<file path="src/rtl/uart_pkg.sv">
// Shared UART definitions: receiver state encoding, board defaults and baud divisor helper.
package uart_pkg;

   typedef enum logic [2:0] {
      ST_IDLE,
      ST_START,
      ST_DATA,
      ST_STOP,
      ST_BREAK
   } rx_state_e;

   localparam int DEFAULT_CLK_FREQ = 12_000_000;
   localparam int DEFAULT_BAUD     = 115_200;

   // Clocks per bit, truncating; shared with the transmitter so both ends agree.
   function automatic int calc_divisor(input int clk_freq, input int baud);
      return clk_freq / baud;
   endfunction

endpackage

</file>
<file path="src/rtl/sync_2ff.sv">
// Generic two-flop synchronizer for a single asynchronous input, with a selectable reset value.
module sync_2ff #(
   parameter logic RST_VAL = 1'b1
) (
   input  logic clk,
   input  logic rst,
   input  logic d,
   output logic q
);

   logic meta_q;
   logic sync_q;

   always_ff @(posedge clk) begin
      if (rst) begin
         meta_q <= RST_VAL;
         sync_q <= RST_VAL;
      end else begin
         meta_q <= d;
         sync_q <= meta_q;
      end
   end

   assign q = sync_q;

endmodule

</file>
<file path="src/rtl/uart_byte_rx.sv">
// 8N1 UART receiver: centre-samples each bit and hands bytes out through a one-deep
// holding register with valid/ready, flagging framing errors and overruns.
//
//   state    | meaning
//   ---------+-----------------------------------------------------------
//   ST_IDLE  | line idle, waiting for rx_s to fall
//   ST_START | counting to the start-bit centre to reject glitches
//   ST_DATA  | sampling 8 data bits LSB-first, one per bit period
//   ST_STOP  | sampling the stop bit, then deliver or flag framing error
//   ST_BREAK | stop bit was low; wait for the line to return high
module uart_byte_rx
   import uart_pkg::*;
#(
   parameter int CLK_FREQ = DEFAULT_CLK_FREQ,
   parameter int BAUD     = DEFAULT_BAUD,
   parameter int DIVISOR  = calc_divisor(CLK_FREQ, BAUD),
   parameter int HALF     = DIVISOR / 2
) (
   input  logic       CLK_IN,
   input  logic       RST_IN,
   input  logic       UART_RX_i,
   output logic [7:0] DATA_o,
   output logic       VALID_o,
   input  logic       READY_i,
   output logic       FRAME_ERR_o,
   output logic       OVERRUN_o,
   output logic       BUSY_o
);

   localparam int             CW          = $clog2(DIVISOR);
   localparam logic [CW-1:0]  RELOAD_FULL = CW'(DIVISOR - 1);
   localparam logic [CW-1:0]  RELOAD_HALF = CW'(HALF - 1);

   if (DIVISOR < 8) begin : g_bad_divisor
      $error("uart_byte_rx: DIVISOR must be at least 8");
   end

   logic            rx_s;

   rx_state_e       state_q,     state_d;
   logic [CW-1:0]   cnt_q,       cnt_d;
   logic [2:0]      bit_idx_q,   bit_idx_d;
   logic [7:0]      shreg_q,     shreg_d;
   logic [7:0]      data_q,      data_d;
   logic            valid_q,     valid_d;
   logic            frame_err_q, frame_err_d;
   logic            overrun_q,   overrun_d;
   logic            busy_q,      busy_d;

   logic            strobe;
   logic            take;
   logic            deliver;

   sync_2ff #(
      .RST_VAL (1'b1)
   ) u_sync_rx (
      .clk (CLK_IN),
      .rst (RST_IN),
      .d   (UART_RX_i),
      .q   (rx_s)
   );

   always_comb begin
      strobe      = (cnt_q == '0);
      take        = valid_q & READY_i;
      deliver     = 1'b0;

      state_d     = state_q;
      cnt_d       = strobe ? RELOAD_FULL : cnt_q - CW'(1);
      bit_idx_d   = bit_idx_q;
      shreg_d     = shreg_q;
      data_d      = data_q;
      valid_d     = valid_q;
      frame_err_d = 1'b0;
      overrun_d   = 1'b0;

      case (state_q)
         ST_IDLE: begin
            if (!rx_s) begin
               cnt_d   = RELOAD_HALF;
               state_d = ST_START;
            end
         end
         ST_START: begin
            if (strobe) begin
               if (rx_s) begin
                  state_d = ST_IDLE;
               end else begin
                  bit_idx_d = 3'd0;
                  state_d   = ST_DATA;
               end
            end
         end
         ST_DATA: begin
            if (strobe) begin
               shreg_d   = {rx_s, shreg_q[7:1]};
               bit_idx_d = bit_idx_q + 3'd1;
               if (bit_idx_q == 3'd7) begin
                  state_d = ST_STOP;
               end
            end
         end
         ST_STOP: begin
            if (strobe) begin
               if (rx_s) begin
                  deliver = 1'b1;
                  state_d = ST_IDLE;
               end else begin
                  frame_err_d = 1'b1;
                  state_d     = ST_BREAK;
               end
            end
         end
         ST_BREAK: begin
            if (rx_s) begin
               state_d = ST_IDLE;
            end
         end
         default: begin
            state_d = ST_IDLE;
         end
      endcase

      // A full holding register accepts a new byte only if it is drained this same cycle.
      if (deliver) begin
         if (!valid_q || take) begin
            data_d  = shreg_q;
            valid_d = 1'b1;
         end else begin
            overrun_d = 1'b1;
         end
      end else if (take) begin
         valid_d = 1'b0;
      end

      busy_d = (state_d != ST_IDLE);
   end

   always_ff @(posedge CLK_IN) begin
      if (RST_IN) begin
         state_q     <= ST_IDLE;
         cnt_q       <= '0;
         bit_idx_q   <= 3'd0;
         shreg_q     <= 8'h00;
         data_q      <= 8'h00;
         valid_q     <= 1'b0;
         frame_err_q <= 1'b0;
         overrun_q   <= 1'b0;
         busy_q      <= 1'b0;
      end else begin
         state_q     <= state_d;
         cnt_q       <= cnt_d;
         bit_idx_q   <= bit_idx_d;
         shreg_q     <= shreg_d;
         data_q      <= data_d;
         valid_q     <= valid_d;
         frame_err_q <= frame_err_d;
         overrun_q   <= overrun_d;
         busy_q      <= busy_d;
      end
   end

   assign DATA_o      = data_q;
   assign VALID_o     = valid_q;
   assign FRAME_ERR_o = frame_err_q;
   assign OVERRUN_o   = overrun_q;
   assign BUSY_o      = busy_q;

endmodule

</file>
<file path="config.mk">
export PLATFORM = sky130hd
export DESIGN_NAME = uart_byte_rx
export DESIGN_NICKNAME = d
export VERILOG_FILES = /design/src/rtl/uart_pkg.sv /design/src/rtl/sync_2ff.sv /design/src/rtl/uart_byte_rx.sv
export SDC_FILE = /design/constraint.sdc
export NUM_CORES = 1
export LEC_CHECK = 0
export BUFFER_PORTS_ARGS = -buffer_cell sky130_fd_sc_hd__buf_2
export CORE_MARGIN = 2
export CORE_UTILIZATION = 45
export CTS_CLUSTER_DIAMETER = 50
export DETAILED_ROUTE_END_ITERATION = 6
export PLACE_DENSITY = 0.72
export SLEW_MARGIN = 20
export SYNTH_ARGS = -nofsm -noshare
export SYNTH_HDL_FRONTEND = slang
export SYNTH_SLANG_ARGS = --single-unit
</file>
<file path="constraint.sdc">
create_clock -name CLK_IN -period 3.25 [get_ports CLK_IN]
set_clock_uncertainty 0.1 [all_clocks]
set_input_delay 0.4875 -clock CLK_IN [delete_from_list [all_inputs] [get_ports CLK_IN]]
set_output_delay 0.4875 -clock CLK_IN [all_outputs]
set_load 0.05 [all_outputs]
</file>
; ---- After elaboration in Yosys (flattened, before gate mapping)
; Cells that the tools add are included.
[word_totals]
word_cells = 63
regBits = 35
output_inout_bits = 12
in_bits = 4
[classes]
reduce_logical = 13
bitwise_logic = 4
eq_ne = 9
n_addsub = 2
mux = 24
[op_table]
columns = operator, n
row1 = 3-bit two-way mux, 10
row2 = 7-bit two-way mux, 3
row3 = 3-bit one-hot mux with 5 select lines, 1
row4 = 1-bit two-way mux, 8
row5 = 7-bit logical NOT, 1
row6 = "7-bit by 1-bit subtractor with 7-bit output, second input constant", 1
row7 = "3-bit by 2-bit == test with 1-bit output, second input constant", 2
row8 = "3-bit == test, second input constant", 2
row9 = "2-bit != test, second input constant", 3
row10 = 3-bit one-hot mux with 2 select lines, 1
row11 = 2-bit AND reduction, 3
row12 = 4-bit AND reduction, 1
row13 = 2-bit nonzero test, 2
row14 = "3-bit by 1-bit adder with 3-bit output, second input constant", 1
row15 = "3-bit by 1-bit == test with 1-bit output, second input constant", 1
row16 = 3-bit logical NOT, 1
row17 = 1-bit inverter, 3
row18 = 3-bit nonzero test, 1
row19 = 3-bit OR reduction, 1
row20 = 2-bit two-way mux, 1
row21 = "2-bit by 1-bit != test with 1-bit output, second input constant", 1
row22 = 2-bit OR reduction, 1
row23 = 1-bit AND, 1
row24 = 1-bit logical NOT, 1
row25 = 1-bit logical OR, 1

; ---- Logic depth before layout (Yosys ltp)
[logic_depth]
ltp_word = 5
depth_mapped = 7

; ---- By module
; A second synthesis with hierarchy kept.
[unflattened]
cells_unflattened = 153
hier_area_um2 = 1488.9
[by_module_without_submodules]
columns = mod, area_each_um2, seq_area_each_um2, cells_each, n_inst
row1 = uart_byte_rx, 1436.4, 660.6, 149, 1
row2 = sync_2ff, 52.6, 40.0, 4, 1

; ---- Least setup slack after synthesis
; No wires, ideal clock.
[synth_timing]
kind = register -> register
from = register cnt_q[0]
to = register data_q[0], in the netlist DATA_o[0]
setup_ns = 0.122
path_stages_with_launch = 8
path_buffers = 1
arrival_ns = 1.792
setup_slack_ns = 1.237
t_required_ns = 3.028
cell_sequence = dfxtp_1 -> inv_1 -> ha_1 -> or3b_1 -> nor4_4 -> and2_1 -> buf_6 -> o21ai_0
[synth_between]
elab_chain_len = 4
[synth_rtl]
columns = element, line_no
row1 = start: declaration, uart_byte_rx.sv:41  ; logic [CW-1:0] cnt_q, cnt_d;
row2 = start signal: assignment, uart_byte_rx.sv:152  ; cnt_q <= cnt_d;
row3 = 7-bit logical NOT, uart_byte_rx.sv:64  ; strobe = (cnt_q == '0);
row4 = 1-bit two-way mux, uart_byte_rx.sv:104  ; if (strobe) begin
row5 = 1-bit two-way mux, uart_byte_rx.sv:77  ; case (state_q)
row6 = 2-bit AND reduction (no line), --
row7 = end signal: assignment, uart_byte_rx.sv:155  ; data_q <= data_d;
row8 = end: declaration, uart_byte_rx.sv:44  ; logic [7:0] data_q, data_d;
; No other way between the ends.
; A chain may end at the register's enable or synchronous reset.

; ---- Worst setup path after layout
[layout_timing]
from = register cnt_q[0]
to = register data_q[4], in the netlist DATA_o[4]
; The elaborated chain is that of the path after synthesis.

==> summary.txt <==
Drt
  – WL per Instance: 12.65 um
  – Met3 wire length: 142 um
  – DRT iter0 DRCs: 74
  – Top Layer Used: met4
  – Remaining antenna violation count: 0
  – Metal-1 WL: 1299 um
  – Final wirelength: 2782 um
  – Vias per cell: 5.255
  – Met2 wire length: 1315 um
  – DRT Pass-1 Iters: 5
  – Vias: 1,156
  – DRC violations left: 0

Timing
  – Slew at the pin closest to its max-slew limit: 0.5466 ns
  – RSZ-0062 raised after global routing: false
  – Fmax: 435.3 MHz
  – Tcrit/Tclk final: 70.69%
  – Hold Fails Final Rpt: 0
  – Setup TNS: 0 ns
  – Final Max Slew Viols: 0
  – Tmin final: 2.298 ns
  – Final setup fails: 0
  – Slew Limit Headroom: 63.56%
  – Final WS setup: 0.9525 ns

Worst setup path
  – Critical Path Fanout Max: 9
  – CP Cell Sequence: inv_1 -> ha_1 -> or3b_1 -> nor4_4 -> and2_1 -> o21ai_0
  – Crit Reg-Reg Startpoint: cnt_q[0]
  – CP max stage delay: 0.50 ns
  – Startpoint Class: flop
  – Worst EP required: 3.36 ns
  – Worst flop-to-flop path endpoint: DATA_o[4]
  – R2R Setup Slk: 0.95 ns
  – Worst-case reg-to-reg path depth: 6
  – CP endpoint kind: flop
  – Critical path's slowest cell: or3b_1
  – WS Path Type: reg -> reg
  – Worst EP arrival: 2.41 ns

Yosys
  – Post-synth EDFFs: 0
  – Post-synth cell types: 35
  – Syn avg cell area: 9.337 um2
  – Sequential-to-total area share from yosys stat: 46.90%
  – Main flop type after synthesis: dfxtp_1
  – FF+latch count, synth: 35
  – YS warnings: 0
  – Mapped Area: 1494 um2
  – Asr flop ratio synth: 0%
  – Syn_nets: 167
  – Synthesized instance count: 160

Worst hold path
  – Hold path endpoint: u_sync_rx.meta_q
  – Hold depth: 2
  – Hold WC Path Type: in -> reg
  – Hold_sp: UART_RX_i

Placed design
  – GP Congestion: 0.7740
  – Setup slack after placement: 0.9748 ns
  – DP HPWL: 1905 um
  – Port Buffers: 15

Die
  – Core Rows: 20
  – Core area: 3103 um2
  – Die extent in x: 61.62 um
  – IO Count: 16
  – Die height: 61.62 um
  – Die Area: 3797 um2
  – Initial Util: 48.15%

Clock tree
  – CTS Buf Count: 5
  – Post-CTS setup buffer count: 0
  – Clock tree from TritonCTS: built
  – Clock root cell: clkbuf_4
  – Sink Count: 35
  – Number of hold buffers added after cts: 0
  – Resized Gates After CTS: 0
  – CTS H-Tree Depth: 2
  – Clock Pin Slew Worst Setup and Hold Paths: 0.10 ns
  – Bufs on Longest Clock Path: 2
  – Clock Latency Late Sink: 0.33 ns

GRT
  – GRT Total Usage: 16.35%
  – GRT Residual Overflow: 0
  – Initial antenna violation count: 0
  – Number of global-route vias before repair: 1,074
  – Global-route wire length before repair: 4450 um
  – Largest net degree at the start of global routing: 40

Finish
  – Multi-input logic area: 735.7 um2
  – Final nets: 182
  – Layout fillers: 311
  – Area Growth Syn to Fin: 10.72%
  – FF/Latch Area: 700.7 um2
  – Number of inserted diodes: 0
  – Most frequent cells in the layout: dfxtp_1 (35), buf_2 (15), nand2b_1 (13), a21oi_1 (13)
  – Layout cells sized above 1: 17.61%
  – Commonest non-fill, non-tap cell in the layout: dfxtp_1

Pwr
  – Pwr/cell area: 575.3 nW/um2
  – Peak supply drop: 0.2481 mV
  – Lkg Pwr: 0.6270 nW

Flow run
  – Maxcap violations: 0

Outcome
  – Status: finished clean
-- sequential cells by signal (all words and copies together) (netlist names) --
signal	flops
VALID_o	1
u_sync_rx.meta_q	1
bit_idx_q	3
DATA_o	8
state_q	3
shreg_q	8
cnt_q	7
BUSY_o	1
u_sync_rx.q	1
OVERRUN_o	1
FRAME_ERR_o	1
-- cell families (layout without fill, tap and decap cells) --
logic type	Yosys count	after routing	share of synthesized area, %
adder cells (fa/ha/maj)	3	3	2.513
XOR/XNOR	4	4	2.345
AO/OA/AOI/OAI	29	29	12.14
flip-flops	35	35	46.90
AND/OR/NAND/NOR	75	75	30.07
multiplexers	3	3	2.177
buffers and inverters	11	27	3.852
-- cell usage after synthesis, drive strengths merged (5+ instances only) --
cell,count,share of area (%)
nand4b,8,4.7
clkbuf,5,1.3
dfxtp,35,47
nor2,10,2.5
a21oi,13,4.4
nand3,10,3.4
nand2,10,2.5
nor3,5,1.7
nand2b,13,5.4
o21ai,10,3.4
-- metrics by stage --
step	power (mW)	util, %	hold slack, ns	cell area, um2	cells
2_1_floorplan	0.6787	-	0.2895	1494	160
3_3_place_gp	0.6931	51.09	0.2938	1585	212
3_5_place_dp	0.6960	51.09	0.2989	1585	212
4_1_cts	0.9584	53.31	0.2209	1654	220
5_1_grt	1.002	53.31	0.2099	1654	220
6_report	0.9516	53.31	0.2326	1654	220
-- worst max-delay path by stage --
stage | start | to | slack [ns]
CTS | cnt_q[0] | DATA_o[4] | 0.95
global route | cnt_q[0] | DATA_o[0] | 0.76
floorplan | cnt_q[0] | DATA_o[0] | 1.24
finish | cnt_q[0] | DATA_o[4] | 0.95
detailed placement | cnt_q[0] | DATA_o[4] | 0.97
global placement | cnt_q[0] | DATA_o[6] | 1.11
-- power breakdown --
| part | total (mW) | switching (mW) | internal (mW) | leakage, nW |
|---|---|---|---|---|
| logic | 0.197 | 0.122 | 0.0747 | 0.304 |
| registers | 0.493 | 0.0328 | 0.461 | 0.284 |
| clock network | 0.261 | 0.134 | 0.127 | 0.0386 |
| total | 0.952 | 0.289 | 0.663 | 0.627 |
-- area by class of cell --
type	count	share of cell area, %
Clock buffer	8	4.160
Inverter	3	0.6808
Multi-Input combinational cell	114	44.48
Sequential cell	35	42.36
Tap cell	44	3.328
Timing Repair Buffer	16	4.992
-- layer usage --
layer | vias to the layer above | GRT usage [%]
met5 | - | 0
met4 | 0 | 7.295
met3 | 2 | 6.933
met2 | 26 | 26.77
met1 | 535 | 18.51
li1 | 593 | -
-- critical path, delay by kind of cell, from the launching register on --
kind	cells	cell delay, ns
flops	1	0.35
compound gates	1	0.13
simple gates	3	1.28
buf+inv	1	0.07
fa+ha+maj	1	0.25
No activity file was read; power rests on OpenSTA's default activity.
